[config.mk]
export PLATFORM = sky130hd
export DESIGN_NAME = sprite_bounce_ctrl
export DESIGN_NICKNAME = d
export VERILOG_FILES = /design/src/rtl/sprite_bounce_ctrl.sv
export SDC_FILE = /design/constraint.sdc
export NUM_CORES = 1
export LEC_CHECK = 0
export CAP_MARGIN = 20
export CORE_AREA = 2 2 82 100
export CTS_BUF_LIST = sky130_fd_sc_hd__clkbuf_8
export DETAILED_ROUTE_END_ITERATION = 8
export DIE_AREA = 0 0 84 102
export DONT_BUFFER_PORTS = 1
export PLACE_DENSITY = 0.68
export SETUP_SLACK_MARGIN = 0.02
export SLEW_MARGIN = 20
export SYNTH_ARGS = -nofsm -noshare
export SYNTH_HDL_FRONTEND = slang
export SYNTH_SLANG_ARGS = --single-unit
[constraint.sdc]
create_clock -name clk -period 3.08 [get_ports clk]
set_clock_uncertainty 0.2 [all_clocks]
set_input_delay 0.462 -clock clk [delete_from_list [all_inputs] [get_ports clk]]
set_output_delay 0.462 -clock clk [all_outputs]
set_load 0.005 [all_outputs]
[src/rtl/sprite_bounce_ctrl.sv]
// sprite_bounce_ctrl: moves a fixed-size sprite window once per (divided) frame,
// bouncing off the active-area edges, and produces a registered hit flag plus
// sprite-local ROM coordinates for the current pixel.
module sprite_bounce_ctrl #(
   parameter int H_ACTIVE  = 640,
   parameter int V_ACTIVE  = 480,
   parameter int SPR_W     = 16,
   parameter int SPR_H     = 128,
   parameter int STEP_X    = 2,
   parameter int STEP_Y    = 1,
   parameter int FRAME_DIV = 1,
   parameter int START_X   = 32,
   parameter int START_Y   = 128
) (
   input  logic                     clk,
   input  logic                     rst_n,
   input  logic                     move_en,
   input  logic                     vsync,
   input  logic                     display_on,
   input  logic [9:0]               hpos,
   input  logic [9:0]               vpos,
   output logic [9:0]               spr_x,
   output logic [9:0]               spr_y,
   output logic                     in_sprite,
   output logic [$clog2(SPR_W)-1:0] spr_u,
   output logic [$clog2(SPR_H)-1:0] spr_v,
   output logic                     frame_tick,
   output logic [1:0]               bounce
);

   localparam int U_W   = $clog2(SPR_W);
   localparam int V_W   = $clog2(SPR_H);
   localparam int DIV_W = (FRAME_DIV > 1) ? $clog2(FRAME_DIV) : 1;

   typedef enum logic {
      DIR_POS = 1'b0,
      DIR_NEG = 1'b1
   } dir_t;

   logic             vs_q_reg;
   logic             frame_tick_reg;
   logic [DIV_W-1:0] div_reg;
   logic [DIV_W-1:0] div_next;
   logic             do_update;
   logic [1:0]       bounce_reg;
   logic             in_sprite_reg;
   logic [U_W-1:0]   spr_u_reg;
   logic [V_W-1:0]   spr_v_reg;

   // Per-axis results gathered from the generate block (index 0 = X, 1 = Y).
   logic [9:0] pos_arr  [2];
   logic       edge_arr [2];
   logic       win_arr  [2];

   // Vsync falling-edge detector; history starts high so reset never fakes a tick.
   always_ff @(posedge clk) begin
      if (!rst_n) begin
         vs_q_reg       <= 1'b1;
         frame_tick_reg <= 1'b0;
      end else begin
         vs_q_reg       <= vsync;
         frame_tick_reg <= vs_q_reg & ~vsync;
      end
   end

   // Frame divider: decides whether this tick moves the sprite.
   always_comb begin
      div_next  = div_reg;
      do_update = 1'b0;
      if (frame_tick_reg && move_en) begin
         if (div_reg == DIV_W'(FRAME_DIV - 1)) begin
            div_next  = '0;
            do_update = 1'b1;
         end else begin
            div_next  = div_reg + 1'b1;
         end
      end
   end

   // Divider register; move_en=0 leaves it untouched.
   always_ff @(posedge clk) begin
      if (!rst_n) begin
         div_reg <= '0;
      end else begin
         div_reg <= div_next;
      end
   end

   genvar gi;
   generate
      for (gi = 0; gi < 2; gi++) begin : g_axis
         localparam int AXIS_MAX   = (gi == 0) ? (H_ACTIVE - SPR_W) : (V_ACTIVE - SPR_H);
         localparam int AXIS_STEP  = (gi == 0) ? STEP_X : STEP_Y;
         localparam int AXIS_SIZE  = (gi == 0) ? SPR_W : SPR_H;
         localparam int AXIS_START = (gi == 0) ? START_X : START_Y;

         logic [9:0]  pos_reg;
         logic [9:0]  pos_next;
         dir_t        dir_reg;
         dir_t        dir_next;
         logic        edge_hit;
         logic [10:0] pos_ext;
         logic [10:0] fwd_ext;
         logic [10:0] coord_ext;

         // 11-bit copies so the wall compares cannot wrap.
         assign pos_ext   = {1'b0, pos_reg};
         assign fwd_ext   = pos_ext + 11'(AXIS_STEP);
         assign coord_ext = {1'b0, (gi == 0) ? hpos : vpos};

         // Next position/direction: clamp to the wall and reverse when reached.
         always_comb begin
            pos_next = pos_reg;
            dir_next = dir_reg;
            edge_hit = 1'b0;
            if (do_update) begin
               if (dir_reg == DIR_POS) begin
                  if (fwd_ext >= 11'(AXIS_MAX)) begin
                     pos_next = 10'(AXIS_MAX);
                     dir_next = DIR_NEG;
                     edge_hit = 1'b1;
                  end else begin
                     pos_next = fwd_ext[9:0];
                  end
               end else begin
                  if (pos_ext <= 11'(AXIS_STEP)) begin
                     pos_next = '0;
                     dir_next = DIR_POS;
                     edge_hit = 1'b1;
                  end else begin
                     pos_next = pos_reg - 10'(AXIS_STEP);
                  end
               end
            end
         end

         // Position/direction state; only changes on the tick cycle (inside vsync).
         always_ff @(posedge clk) begin
            if (!rst_n) begin
               pos_reg <= 10'(AXIS_START);
               dir_reg <= DIR_POS;
            end else begin
               pos_reg <= pos_next;
               dir_reg <= dir_next;
            end
         end

         assign pos_arr[gi]  = pos_reg;
         assign edge_arr[gi] = edge_hit;
         assign win_arr[gi]  = (coord_ext >= pos_ext) &&
                               (coord_ext < (pos_ext + 11'(AXIS_SIZE)));
      end
   endgenerate

   // Bounce pulses land in the same cycle as the new position.
   always_ff @(posedge clk) begin
      if (!rst_n) begin
         bounce_reg <= 2'b00;
      end else begin
         bounce_reg <= {edge_arr[1], edge_arr[0]};
      end
   end

   // Hit test and ROM address, one pipeline stage behind hpos/vpos.
   always_ff @(posedge clk) begin
      if (!rst_n) begin
         in_sprite_reg <= 1'b0;
         spr_u_reg     <= '0;
         spr_v_reg     <= '0;
      end else begin
         in_sprite_reg <= display_on && win_arr[0] && win_arr[1];
         spr_u_reg     <= U_W'(hpos - pos_arr[0]);
         spr_v_reg     <= V_W'(vpos - pos_arr[1]);
      end
   end

   assign spr_x      = pos_arr[0];
   assign spr_y      = pos_arr[1];
   assign frame_tick = frame_tick_reg;
   assign bounce     = bounce_reg;
   assign in_sprite  = in_sprite_reg;
   assign spr_u      = spr_u_reg;
   assign spr_v      = spr_v_reg;

endmodule

# Word level (Yosys, flattened, before mapping)
# Cells that the tools add are included.
dict set report word_totals {
  reg_bits 39
  input_bits 25
  output_inout_bits 35
  wordCells 55
}
dict set report classes {
  add_sub_neg 9
  magnitude_cmp 8
  muxes 19
  bitwise_logic 2
  reduce_logical 6
}
# op count
set op_table {}
lappend op_table {{$mux 10} 6}
lappend op_table {{$lt 10x11->1} 2}
lappend op_table {{$ge 10x10->1} 2}
lappend op_table {{$mux 1} 13}
lappend op_table {{$add 10x1->11 const B} 1}
lappend op_table {{$add 10x2->11 const B} 1}
lappend op_table {{$add 10x5->11 const B} 1}
lappend op_table {{$add 10x8->11 const B} 1}
lappend op_table {{$ge 11x10->1 const B} 1}
lappend op_table {{$ge 11x9->1 const B} 1}
lappend op_table {{$le 10x1->1 const B} 1}
lappend op_table {{$le 10x2->1 const B} 1}
lappend op_table {{$sub 10x1->10 const B} 1}
lappend op_table {{$sub 10x2->10 const B} 1}
lappend op_table {{$sub 7x7->7} 1}
lappend op_table {{$logic_and 1x1->1} 5}
lappend op_table {{$sub 4x4->4} 1}
lappend op_table {{$reduce_and 2->1} 1}
lappend op_table {{$add 1x1->1 const B} 1}
lappend op_table {{$and 1x1->1} 1}
lappend op_table {{$not 1->1} 1}

# Longest topological paths before layout
# Gate-level depths: netlist (run 1).
dict set report logic_depth {
  word_depth 5
  ltp_mapped 11
}

# Worst setup path before layout (run 1)
# OpenSTA, ideal clock, no wires.
dict set report synth_path {
  kind {reg2reg}
  start {register g_axis[0].pos_reg[1], in the netlist spr_x[1]}
  end {register g_axis[0].pos_reg[9], in the netlist spr_x[9]}
  setup_time_ns 0.070
  arrival_time_ns 2.240
  t_required_ns 2.810
  slack_ns 0.570
  path_stages_with_launch 10
  n_path_buf 1
  period_less_slack_ns 2.510
  path_cell_list {dfxtp_1 -> clkbuf_1 -> inv_1 -> ha_1 -> or3b_1 -> or3_1 -> or3_1 -> xnor2_1 -> o22a_1 -> a21oi_1}
}
dict set report synth_via {
  elab_chain_cells 4
  elab_cells_between_ends 7
  classes_between {add/sub (2); order compare (2); mux (3)}
}
# item line
set synth_lines {}
lappend synth_lines {{from (decl)} 97} ;# logic [9:0] pos_reg;
lappend synth_lines {{from (signal assigned)} 140} ;# pos_reg <= 10'(AXIS_START);
lappend synth_lines {{from (signal assigned)} 143} ;# pos_reg <= pos_next;
lappend synth_lines {{$add 10x2->11} 108} ;# assign fwd_ext = pos_ext + 11'(AXIS_STEP);
lappend synth_lines {{$ge 11x10->1} 118} ;# if (fwd_ext >= 11'(AXIS_MAX)) begin
lappend synth_lines {{$mux 10} 118}
lappend synth_lines {{$mux 10 (*)} 117} ;# if (dir_reg == DIR_POS) begin
# Every way passes the cells marked *; elsewhere a longest branch is shown, timed or not.
# A chain may end at the register's enable or synchronous reset.

# Worst setup path in the final report (run 1)
dict set report layout_path {
  start {register g_axis[0].pos_reg[4], in the netlist spr_x[4]}
  end {register in_sprite_reg, in the netlist in_sprite}
}
dict set report layout_via {
  elab_chain_cells 5
  elab_cells_between_ends 6
  classes_between {add/sub (1); order compare (2); reduce/logical (3)}
}
# item line
set layout_lines {}
lappend layout_lines {{$add 10x5->11} 151} ;# (coord_ext < (pos_ext + 11'(AXIS_SIZE)));
lappend layout_lines {{$lt 10x11->1} 151}
lappend layout_lines {{$logic_and 1x1->1 (*)} 150} ;# assign win_arr[gi] = (coord_ext >= pos_ext) &&
lappend layout_lines {{$logic_and 1x1->1 (*) (2 in a row)} 171} ;# in_sprite_reg <= display_on && win_arr[0] && win_arr[1];
lappend layout_lines {{to (signal assigned)} 171}
lappend layout_lines {{to (decl)} 46} ;# logic in_sprite_reg;
# Marked as above.

==> results of run 1 <==
synthesized netlist by cell type (3+ instances only):
library cell | n | area, sq um
a211oi_1 | 6 | 45.04
a21o_1 | 6 | 45.04
a21oi_1 | 30 | 150.1
a221oi_1 | 3 | 26.28
a31oi_1 | 6 | 37.54
and2_1 | 3 | 18.77
buf_2 | 8 | 40.04
buf_4 | 3 | 22.52
buf_6 | 4 | 45.04
clkbuf_1 | 12 | 45.04
dfxtp_1 | 37 | 740.7
ha_1 | 39 | 488.0
inv_1 | 32 | 120.1
mux2i_1 | 4 | 40.04
nand2_1 | 25 | 93.84
nand2b_1 | 3 | 18.77
nand3_1 | 18 | 90.09
nand4_1 | 8 | 50.05
nor2_1 | 27 | 101.4
nor2b_1 | 5 | 31.28
nor3_1 | 16 | 80.08
nor4_1 | 5 | 31.28
o211ai_1 | 3 | 22.52
o21a_1 | 6 | 45.04
o21ai_0 | 31 | 155.2
or3_1 | 7 | 43.79
xnor2_1 | 12 | 105.1
final timing paths:
kind,start,endpoint,slack (ps),cells past startpoint
worst max-delay path,spr_x[4]$_SDFFE_PN0P_,in_sprite$_SDFF_PN0_,370,10
worst min-delay path,rst_n,vs_q_reg$_SDFF_PN1_,70,1
worst max register to register,spr_x[4]$_SDFFE_PN0P_,in_sprite$_SDFF_PN0_,370,10
worst min register to register,vs_q_reg$_SDFF_PN1_,frame_tick$_SDFF_PN0_,220,2
per-stage QoR:
step / util [%] / std cells / total power [mW] / area (sq um) / hold slack (ps)
floorplan: - / 420 / 0.6699 / 3317 / 193.6
global placement: 43.65 / 490 / 0.7018 / 3307 / 199.3
detailed placement: 43.65 / 490 / 0.7059 / 3307 / 205.4
CTS: 44.71 / 498 / 1.031 / 3387 / 63.28
global route: 44.71 / 498 / 1.075 / 3387 / 70.14
finish: 44.71 / 498 / 1.018 / 3387 / 67.19
final cells by class:
cell class | instances | area, sq um
fill | 774 | 4189
multi-input combinational | 321 | 2271
sequential | 37 | 740.7
inverter | 32 | 120.1
tap | 92 | 115.1
clock buffer | 5 | 68.82
timing repair buffer | 8 | 60.06
clock inverter | 3 | 11.26
cells by family (layout without fill, tap and decap cells):
logic type / Yosys count / in the layout / share of synthesized area, %
AOI/OAI and AO/OA: 123 / 123 / 25.39
xor gates and xnor gates: 13 / 13 / 3.433
adders and majority gates: 41 / 41 / 15.92
buffers and inverters: 62 / 48 / 9.204
DFF: 37 / 37 / 22.33
muxes: 5 / 5 / 1.660
other: 2 / 2 / 0.2264
and+or+nand+nor: 137 / 137 / 21.84
power by group:
part	internal, mW	switching, mW
Combinational	0.0764	0.0979
Sequential	0.499	0.0222
Clock	0.151	0.172
worst max-delay path, stage by stage (launching register included):
cell,delay [ps]
dfxtp_1,450
buf_4,190
ha_1,210
xnor2_1,140
ha_1,260
a211oi_1,310
nor2b_1,170
a221o_1,140
a21boi_0,80
o32a_1,220
nor4_1,260
layer usage:
metal  routed length (microns)  track usage [%]  part of all wire [%]  vias to the layer above
li1                          -                -                     -                     1497
met1                      3479            23.95                    40                     1434
met2                      4494            38.15                    52                       86
met3                       453            3.958                   5.2                       20
met4                       259            8.437                   3.0                        0
met5                         0                0                     0                        -
==> impl_metrics.py, run 1 <==
metrics = {
    "outcome": {
        "outcome": "completed",
    },
    "sta": {
        "fmax_mhz": 369.4,
        "worst_pin_slew_ps": 679.2,
        "post-route-min-period_ps": 2707,
        "finalCritPeriodShare_pct": 87.90,
        "final_hold_viol_count": 0,
        "setup_ws_ps": 372.8,
        "finalMaxSlewViolations": 0,
        "setup_tns_ps": 0,
        "setup_viol": 0,
        "grt_setup_unrepaired": "no",
        "slew_headroom_pct": 54.67,
    },
    "route": {
        "drt_iter0_drc": 140,
        "wl_per_cell_microns": 17.44,
        "vias": 3037,
        "dr.pass1.iters": 4,
        "drc": 0,
        "ant_nets": 0,
        "vias_per_cell": 6.098,
        "drt_wl_total_mm": 8.686,
    },
    "cts": {
        "cts_tree": "built",
        "cts_hold_buf": 0,
        "cts-htree-levels": 2,
        "clkTransAtPathRegs_ps": 70,
        "cts.root.buffer_cell": "clkbuf_8",
        "clock-sinks": 37,
        "cts_buffers": 5,
        "clockBufferDepth": 2,
        "cts_resized": 0,
        "post_cts_buffers": 0,
        "clk_latency_ps": 290,
    },
    "pwr": {
        "ir_drop_v": 0.0001469,
        "p_per_area_mw_per_mm2": 300.7,
        "leakagePower_nw": 1.325,
    },
    "placement": {
        "portBuffers": 0,
        "dp_hpwl_mm": 6.679,
        "dp_slack_ps": 427.1,
        "place_congestion": 0.9238,
    },
    "cells_and_area": {
        "num_antenna_cells": 0,
        "fin_nets": 471,
        "layout-drive-gt1-share_pct": 6.404,
        "final_common_cell": "ha_1",
        "largest_reg_flops": 10,
        "final_cell_mix": "ha_1, dfxtp_1, inv_1, o21ai_0, a21oi_1",
        "syn_to_final_growth_pct": 2.112,
    },
    "synth": {
        "synthesis.nets": 486,
        "synthArstFlopShare_pct": 0,
        "synth-edff-count": 0,
        "ys_seq_area_share_pct": 22.33,
        "syn_area_sq_mm": 0.003317,
        "synth_seq_cells": 37,
        "yosysWarnings": 0,
        "synth.distinct_cells": 73,
        "netlist_instances": 420,
        "synth_ff_type": "dfxtp_1",
        "synth.avg_cell_area_sq_um": 7.897,
    },
    "global_routing": {
        "grtUsageTotal_pct": 20.82,
        "grt_overflow_total": 0,
        "grt_max_degree": 29,
        "grt_pass1_vias": 2892,
        "grt_pass1_wl_mm": 14.41,
        "antenna_found_initial": 0,
    },
    "worst_setup_path": {
        "crit_type": "flip-flop to flip-flop",
        "critPathMaxFanout": 8,
        "crit_path_start_kind": "flip-flop",
        "cp-end-kind": "flip-flop",
        "cp_data_arrival_time_ps": 2710,
        "cp_data_required_time_ps": 3090,
    },
    "floorplan": {
        "initial_utilization_pct": 43.78,
        "die_h_microns": 102,
        "ios": 60,
        "die_w_microns": 84,
        "num_rows": 35,
        "die_area_sq_mm": 0.008568,
        "core_area_sq_mm": 0.007576,
    },
    "hold_path": {
        "hold_class": "input port to flip-flop",
    },
    "job": {
        "cap_violations": 0,
    },
}
Power figures use the tool's default switching activity.
==> run 2: changes to the inputs <==
- CORE_AREA: 2 2 82 100 -> 2 2 125 66
- DIE_AREA: 0 0 84 102 -> 0 0 127 68
- PLACE_DENSITY: 0.68 -> 0.69
==> impl_metrics.py, run 2 (synthesis results as in run 1) <==
metrics = {
    "worst_setup_path": {
        "cp-end-kind": "flip-flop",
        "crit_buf_inv": 1,
        "r2r_setup_slack_ps": 420,
        "slowest_stage": "or3b_1",
        "cpMostUsedCell": "or3_1",
        "path_delay_family": "simple AND/OR/NAND/NOR gates",
        "r2r_cells": 8,
        "crit_path_start_kind": "flip-flop",
        "worstReg2RegStart": "spr_x[1]$_SDFFE_PN0P_",
        "cp_data_required_time_ps": 3130,
        "path_cells": "inv_1, ha_1, or3b_1, or3_1, or3_1, xnor2_1, o22a_1, a21oi_1",
        "max_stage_delay_ps": 390,
        "cp_data_arrival_time_ps": 2710,
        "r2r_end": "spr_x[9]$_SDFFE_PN0P_",
        "crit_type": "flip-flop to flip-flop",
        "critPathMaxFanout": 7,
    },
    "route": {
        "drt_wl_total_mm": 9.486,
        "ant_nets": 0,
        "vias_per_cell": 6.190,
        "drc": 0,
        "drt_iter0_drc": 313,
        "dr.pass1.iters": 5,
        "vias": 3163,
        "wl_per_cell_microns": 18.56,
    },
    "global_routing": {
        "antenna_found_initial": 0,
        "grt_overflow_total": 0,
        "grt_pass1_vias": 2677,
        "grt_pass1_wl_mm": 14.52,
        "grtUsageTotal_pct": 21.95,
        "grt_max_degree": 29,
    },
    "placement": {
        "dp_slack_ps": 485.9,
        "place_congestion": 0.9866,
        "dpl_cell_area_sq_mm": 0.003354,
        "dp_hpwl_mm": 7.327,
        "portBuffers": 0,
    },
    "sta": {
        "slew_headroom_pct": 52.55,
        "setup_tns_ps": 0,
        "final_hold_viol_count": 0,
        "post-route-min-period_ps": 2663,
        "fmax_mhz": 375.5,
        "grt_setup_unrepaired": "no",
        "hold-worst-slack_ps": 43.83,
        "finalCritPeriodShare_pct": 86.47,
        "finalMaxSlewViolations": 0,
        "setup_viol": 0,
        "setup_ws_ps": 416.7,
        "worst_pin_slew_ps": 711.0,
    },
    "outcome": {
        "outcome": "completed",
    },
    "cts": {
        "cts_hold_buf": 0,
        "clockBufferDepth": 2,
        "clk_latency_ps": 320,
        "post_cts_buffers": 0,
        "cts_buffers": 5,
        "cts_resized": 0,
        "clock-sinks": 37,
        "cts.root.buffer_cell": "clkbuf_8",
        "clkTransAtPathRegs_ps": 90,
        "cts_tree": "built",
        "cts-htree-levels": 2,
    },
    "pwr": {
        "internal-power_mw": 0.8192,
        "p_per_area_mw_per_mm2": 331.9,
        "comb_power_share_pct": 15.8,
        "leakagePower_nw": 1.352,
        "ir_drop_v": 0.0002306,
        "sw_frac_of_total_pct": 28.85,
        "seqPwrFrac_pct": 45.1,
        "power_frac_clock_pct": 39.1,
        "switching_power_mw": 0.3322,
        "power_mw": 1.151,
    },
    "hold_path": {
        "hold_start": "rst_n",
        "hold_class": "input port to flip-flop",
        "hold_path_end": "vs_q_reg$_SDFF_PN1_",
        "min_path_cells": 1,
    },
    "cells_and_area": {
        "syn_to_final_growth_pct": 4.602,
        "fin_nets": 476,
        "nFillCells": 752,
        "final_cell_mix": "ha_1, dfxtp_1, inv_1, o21ai_0, a21oi_1",
        "num_antenna_cells": 0,
        "final_area_sq_mm": 0.003470,
        "layout-drive-gt1-share_pct": 8.273,
        "largest_reg_flops": 10,
        "multi_input_comb_area_sq_mm": 0.002271,
        "final_common_cell": "ha_1",
        "regArea_sq_um": 740.7,
    },
    "floorplan": {
        "die_w_microns": 127,
        "initial_utilization_pct": 43.33,
        "ios": 60,
        "num_rows": 23,
        "core_area_sq_mm": 0.007655,
        "die_h_microns": 68,
        "die_area_sq_mm": 0.008636,
    },
    "job": {
        "cap_violations": 0,
    },
}
## run 2: cell types whose count changed in the layout (fill, tap and decap cells not counted), sizes merged
cell      previous run  this run
buf                  8        13
bufinv               0         1
clkinv               0         1
clkinvlp             0         1
inv                 35        32
## run 2: area by class of cell
class	instances	area share [%]
inverters	32	3.462
clock buffers	5	1.983
well taps	100	3.606
flip-flops and latches	37	21.35
repair buffers	13	2.813
clock inverters	3	1.334
multi-input cells	321	65.45
## run 2: through the flow
step	util, %	std cells
2_1_floorplan	-	420
3_3_place_gp	43.82	503
3_5_place_dp	43.82	503
4_1_cts	45.33	511
5_1_grt	45.33	511
6_report	45.33	511
## run 2: worst max-delay path by stage
stage,from,to,slack (ps),depth (start not counted)
6_report,spr_x[1]$_SDFFE_PN0P_,spr_x[9]$_SDFFE_PN0P_,420,8
5_1_grt,spr_x[4]$_SDFFE_PN0P_,in_sprite$_SDFF_PN0_,160,9
4_1_cts,spr_x[1]$_SDFFE_PN0P_,spr_x[9]$_SDFFE_PN0P_,460,8
3_5_place_dp,spr_x[1]$_SDFFE_PN0P_,spr_x[9]$_SDFFE_PN0P_,490,8
3_3_place_gp,spr_x[1]$_SDFFE_PN0P_,spr_x[9]$_SDFFE_PN0P_,540,8
2_1_floorplan,spr_x[1]$_SDFFE_PN0P_,spr_x[9]$_SDFFE_PN0P_,570,9
## run 2: metal layers
layer,track usage [%],share of wire [%],vias up
met3,9.461,14,7
li1,-,-,1510
met5,0,0,-
met1,34.27,52,1462
met4,4.121,0.64,0
met2,26.21,34,184
## run 2: worst register-to-register path, stage by stage, from the launching register on
cell     delay [ps]
dfxtp_1         380
inv_1           210
ha_1            240
or3b_1          390
or3_1           390
or3_1           350
xnor2_1         130
o22a_1          180
a21oi_1         130
## run 2: power groups by stage
stage / clock (mW) / sequential [mW] / combinational [mW]
2_1_floorplan: 0 / 0.521 / 0.149
3_3_place_gp: 0 / 0.530 / 0.174
3_5_place_dp: 0 / 0.530 / 0.178
4_1_cts: 0.455 / 0.519 / 0.180
5_1_grt: 0.478 / 0.522 / 0.206
6_report: 0.450 / 0.519 / 0.182
==> run 3: changes to the inputs <==
- CTS_CLUSTER_DIAMETER: not set -> 30
- REMOVE_ABC_BUFFERS: not set -> 1
==> impl_metrics.py, run 3 (synthesis results as in run 1) <==
metrics = {
    "cells_and_area": {
        "final_common_cell": "ha_1",
        "final_cell_mix": "ha_1, dfxtp_1, inv_1, o21ai_0, a21oi_1",
        "syn_to_final_growth_pct": 3.584,
        "layout-drive-gt1-share_pct": 7.371,
        "largest_reg_flops": 10,
        "num_antenna_cells": 0,
        "post-route-util_pct": 44.88,
        "instances_no_fill": 507,
        "fin_nets": 473,
    },
    "sta": {
        "finalCritPeriodShare_pct": 90.21,
        "slew_headroom_pct": 53.73,
        "final_hold_viol_count": 0,
        "fmax_mhz": 359.9,
        "worst_pin_slew_ps": 693.3,
        "finalMaxSlewViolations": 0,
        "setup_viol": 0,
        "setup_tns_ps": 0,
        "grt_setup_unrepaired": "no",
        "setup_ws_ps": 301.5,
        "post-route-min-period_ps": 2779,
    },
    "cts": {
        "post_cts_buffers": 0,
        "cts_resized": 0,
        "clkTransAtPathRegs_ps": 80,
        "clock-sinks": 37,
        "cts_buffers": 5,
        "cts_tree": "built",
        "cts_hold_buf": 0,
        "cts-htree-levels": 2,
        "clockBufferDepth": 2,
        "clk_latency_ps": 290,
        "cts.root.buffer_cell": "clkbuf_8",
    },
    "placement": {
        "dp_slack_ps": 372.3,
        "dp_hpwl_mm": 7.298,
        "portBuffers": 0,
        "dp.cells": 500,
        "place_congestion": 0.9341,
    },
    "worst_setup_path": {
        "crit_type": "flip-flop to flip-flop",
        "r2r_end": "in_sprite$_SDFF_PN0_",
        "critPathMaxFanout": 10,
        "cpMostUsedCell": "ha_1",
        "path_delay_family": "compound AO/OA/AOI/OAI gates",
        "slowest_stage": "dfxtp_1",
        "path_cells": "buf_4, ha_1, xnor2_1, ha_1, a211oi_1, nor2b_1, a221o_1, a21boi_0, o32a_1, nor4_1",
        "crit_path_start_kind": "flip-flop",
        "r2r_cells": 10,
        "cp_data_required_time_ps": 3070,
        "cp_data_arrival_time_ps": 2770,
        "crit_buf_inv": 1,
        "r2r_setup_slack_ps": 300,
        "max_stage_delay_ps": 370,
        "worstReg2RegStart": "spr_x[4]$_SDFFE_PN0P_",
        "cp.depth": 10,
        "cp-end-kind": "flip-flop",
    },
    "job": {
        "cap_violations": 0,
    },
    "global_routing": {
        "antenna_found_initial": 0,
        "grtUsageTotal_pct": 22.67,
        "grt_pass1_vias": 2791,
        "grt_max_degree": 29,
        "grt_pass1_wl_mm": 15.08,
        "grt_overflow_total": 0,
    },
    "outcome": {
        "outcome": "completed",
    },
    "pwr": {
        "sw_frac_of_total_pct": 26.98,
        "power_mw": 1.112,
        "ir_drop_v": 0.0001833,
        "seqPwrFrac_pct": 46.9,
        "comb_power_share_pct": 16.2,
        "power_frac_clock_pct": 36.9,
        "internal-power_mw": 0.8118,
        "switching_power_mw": 0.3000,
        "p_per_area_mw_per_mm2": 323.6,
        "leakagePower_nw": 1.335,
    },
    "route": {
        "drc": 0,
        "drt_iter0_drc": 433,
        "drt_wl_total_mm": 9.471,
        "vias": 3093,
        "vias_per_cell": 6.101,
        "dr.pass1.iters": 5,
        "wl_per_cell_microns": 18.68,
        "ant_nets": 0,
    },
    "floorplan": {
        "initial_utilization_pct": 43.33,
        "num_rows": 23,
        "ios": 60,
        "core_area_sq_mm": 0.007655,
        "die_h_microns": 68,
        "die_w_microns": 127,
        "die_area_sq_mm": 0.008636,
    },
    "hold_path": {
        "min_path_cells": 1,
        "hold_start": "rst_n",
        "hold_class": "input port to flip-flop",
        "hold_path_end": "vs_q_reg$_SDFF_PN1_",
    },
}
run 3: cell count changes in the layout (fill, tap and decap cells not counted), sizes merged:
cell / previous run / this run
buf: 13 / 10
clkinvlp: 1 / 0
run 3: how the worst max path moves through the flow:
stage	from	end	slack, ps
after floorplan	spr_x[1]$_SDFFE_PN0P_	spr_x[9]$_SDFFE_PN0P_	670
after global placement	spr_x[4]$_SDFFE_PN0P_	in_sprite$_SDFF_PN0_	470
after detailed placement	spr_x[4]$_SDFFE_PN0P_	in_sprite$_SDFF_PN0_	370
after CTS	spr_x[4]$_SDFFE_PN0P_	in_sprite$_SDFF_PN0_	340
after global routing	spr_x[4]$_SDFFE_PN0P_	in_sprite$_SDFF_PN0_	120
final	spr_x[4]$_SDFFE_PN0P_	in_sprite$_SDFF_PN0_	300
run 3: layout make-up:
type,count,area [sq um]
Clock inverter,2,35.03
Timing Repair Buffer,10,75.07
Fill cell,775,4219
Tap cell,100,125.1
Inverter,32,120.1
Clock buffer,5,68.82
Multi-Input combinational cell,321,2271
Sequential cell,37,740.7
run 3: routing by layer:
metal	GRT usage, %	vias to the layer above	share of wire [%]
met4	3.846	0	0.42
met3	6.568	4	11
met1	34.41	1433	51
met5	0	-	0
met2	31.52	159	38
li1	-	1497	-
run 3: worst reg2reg max path: cells and delay by family (launching register included):
kind / cells / cell delay, ps
buffers and inverters: 1 / 190
and+or+nand+nor: 2 / 490
adders and majority gates: 2 / 530
AOI/OAI and AO/OA: 4 / 760
DFF: 1 / 370
xor gates and xnor gates: 1 / 140
run 3: per-stage QoR:
stage          instance area (sq um)  hold WS [ps]
2_1_floorplan                   3132         193.6
3_3_place_gp                    3332         199.7
3_5_place_dp                    3332         203.7
4_1_cts                         3436         55.38
5_1_grt                         3436         59.30
6_report                        3436         67.59
run 3: power groups by stage:
stage,Sequential (mW),Combinational (mW),Clock [mW]
2_1_floorplan,0.528,0.132,0
3_3_place_gp,0.532,0.172,0
3_5_place_dp,0.533,0.175,0
4_1_cts,0.521,0.176,0.422
5_1_grt,0.524,0.201,0.445
6_report,0.522,0.180,0.410
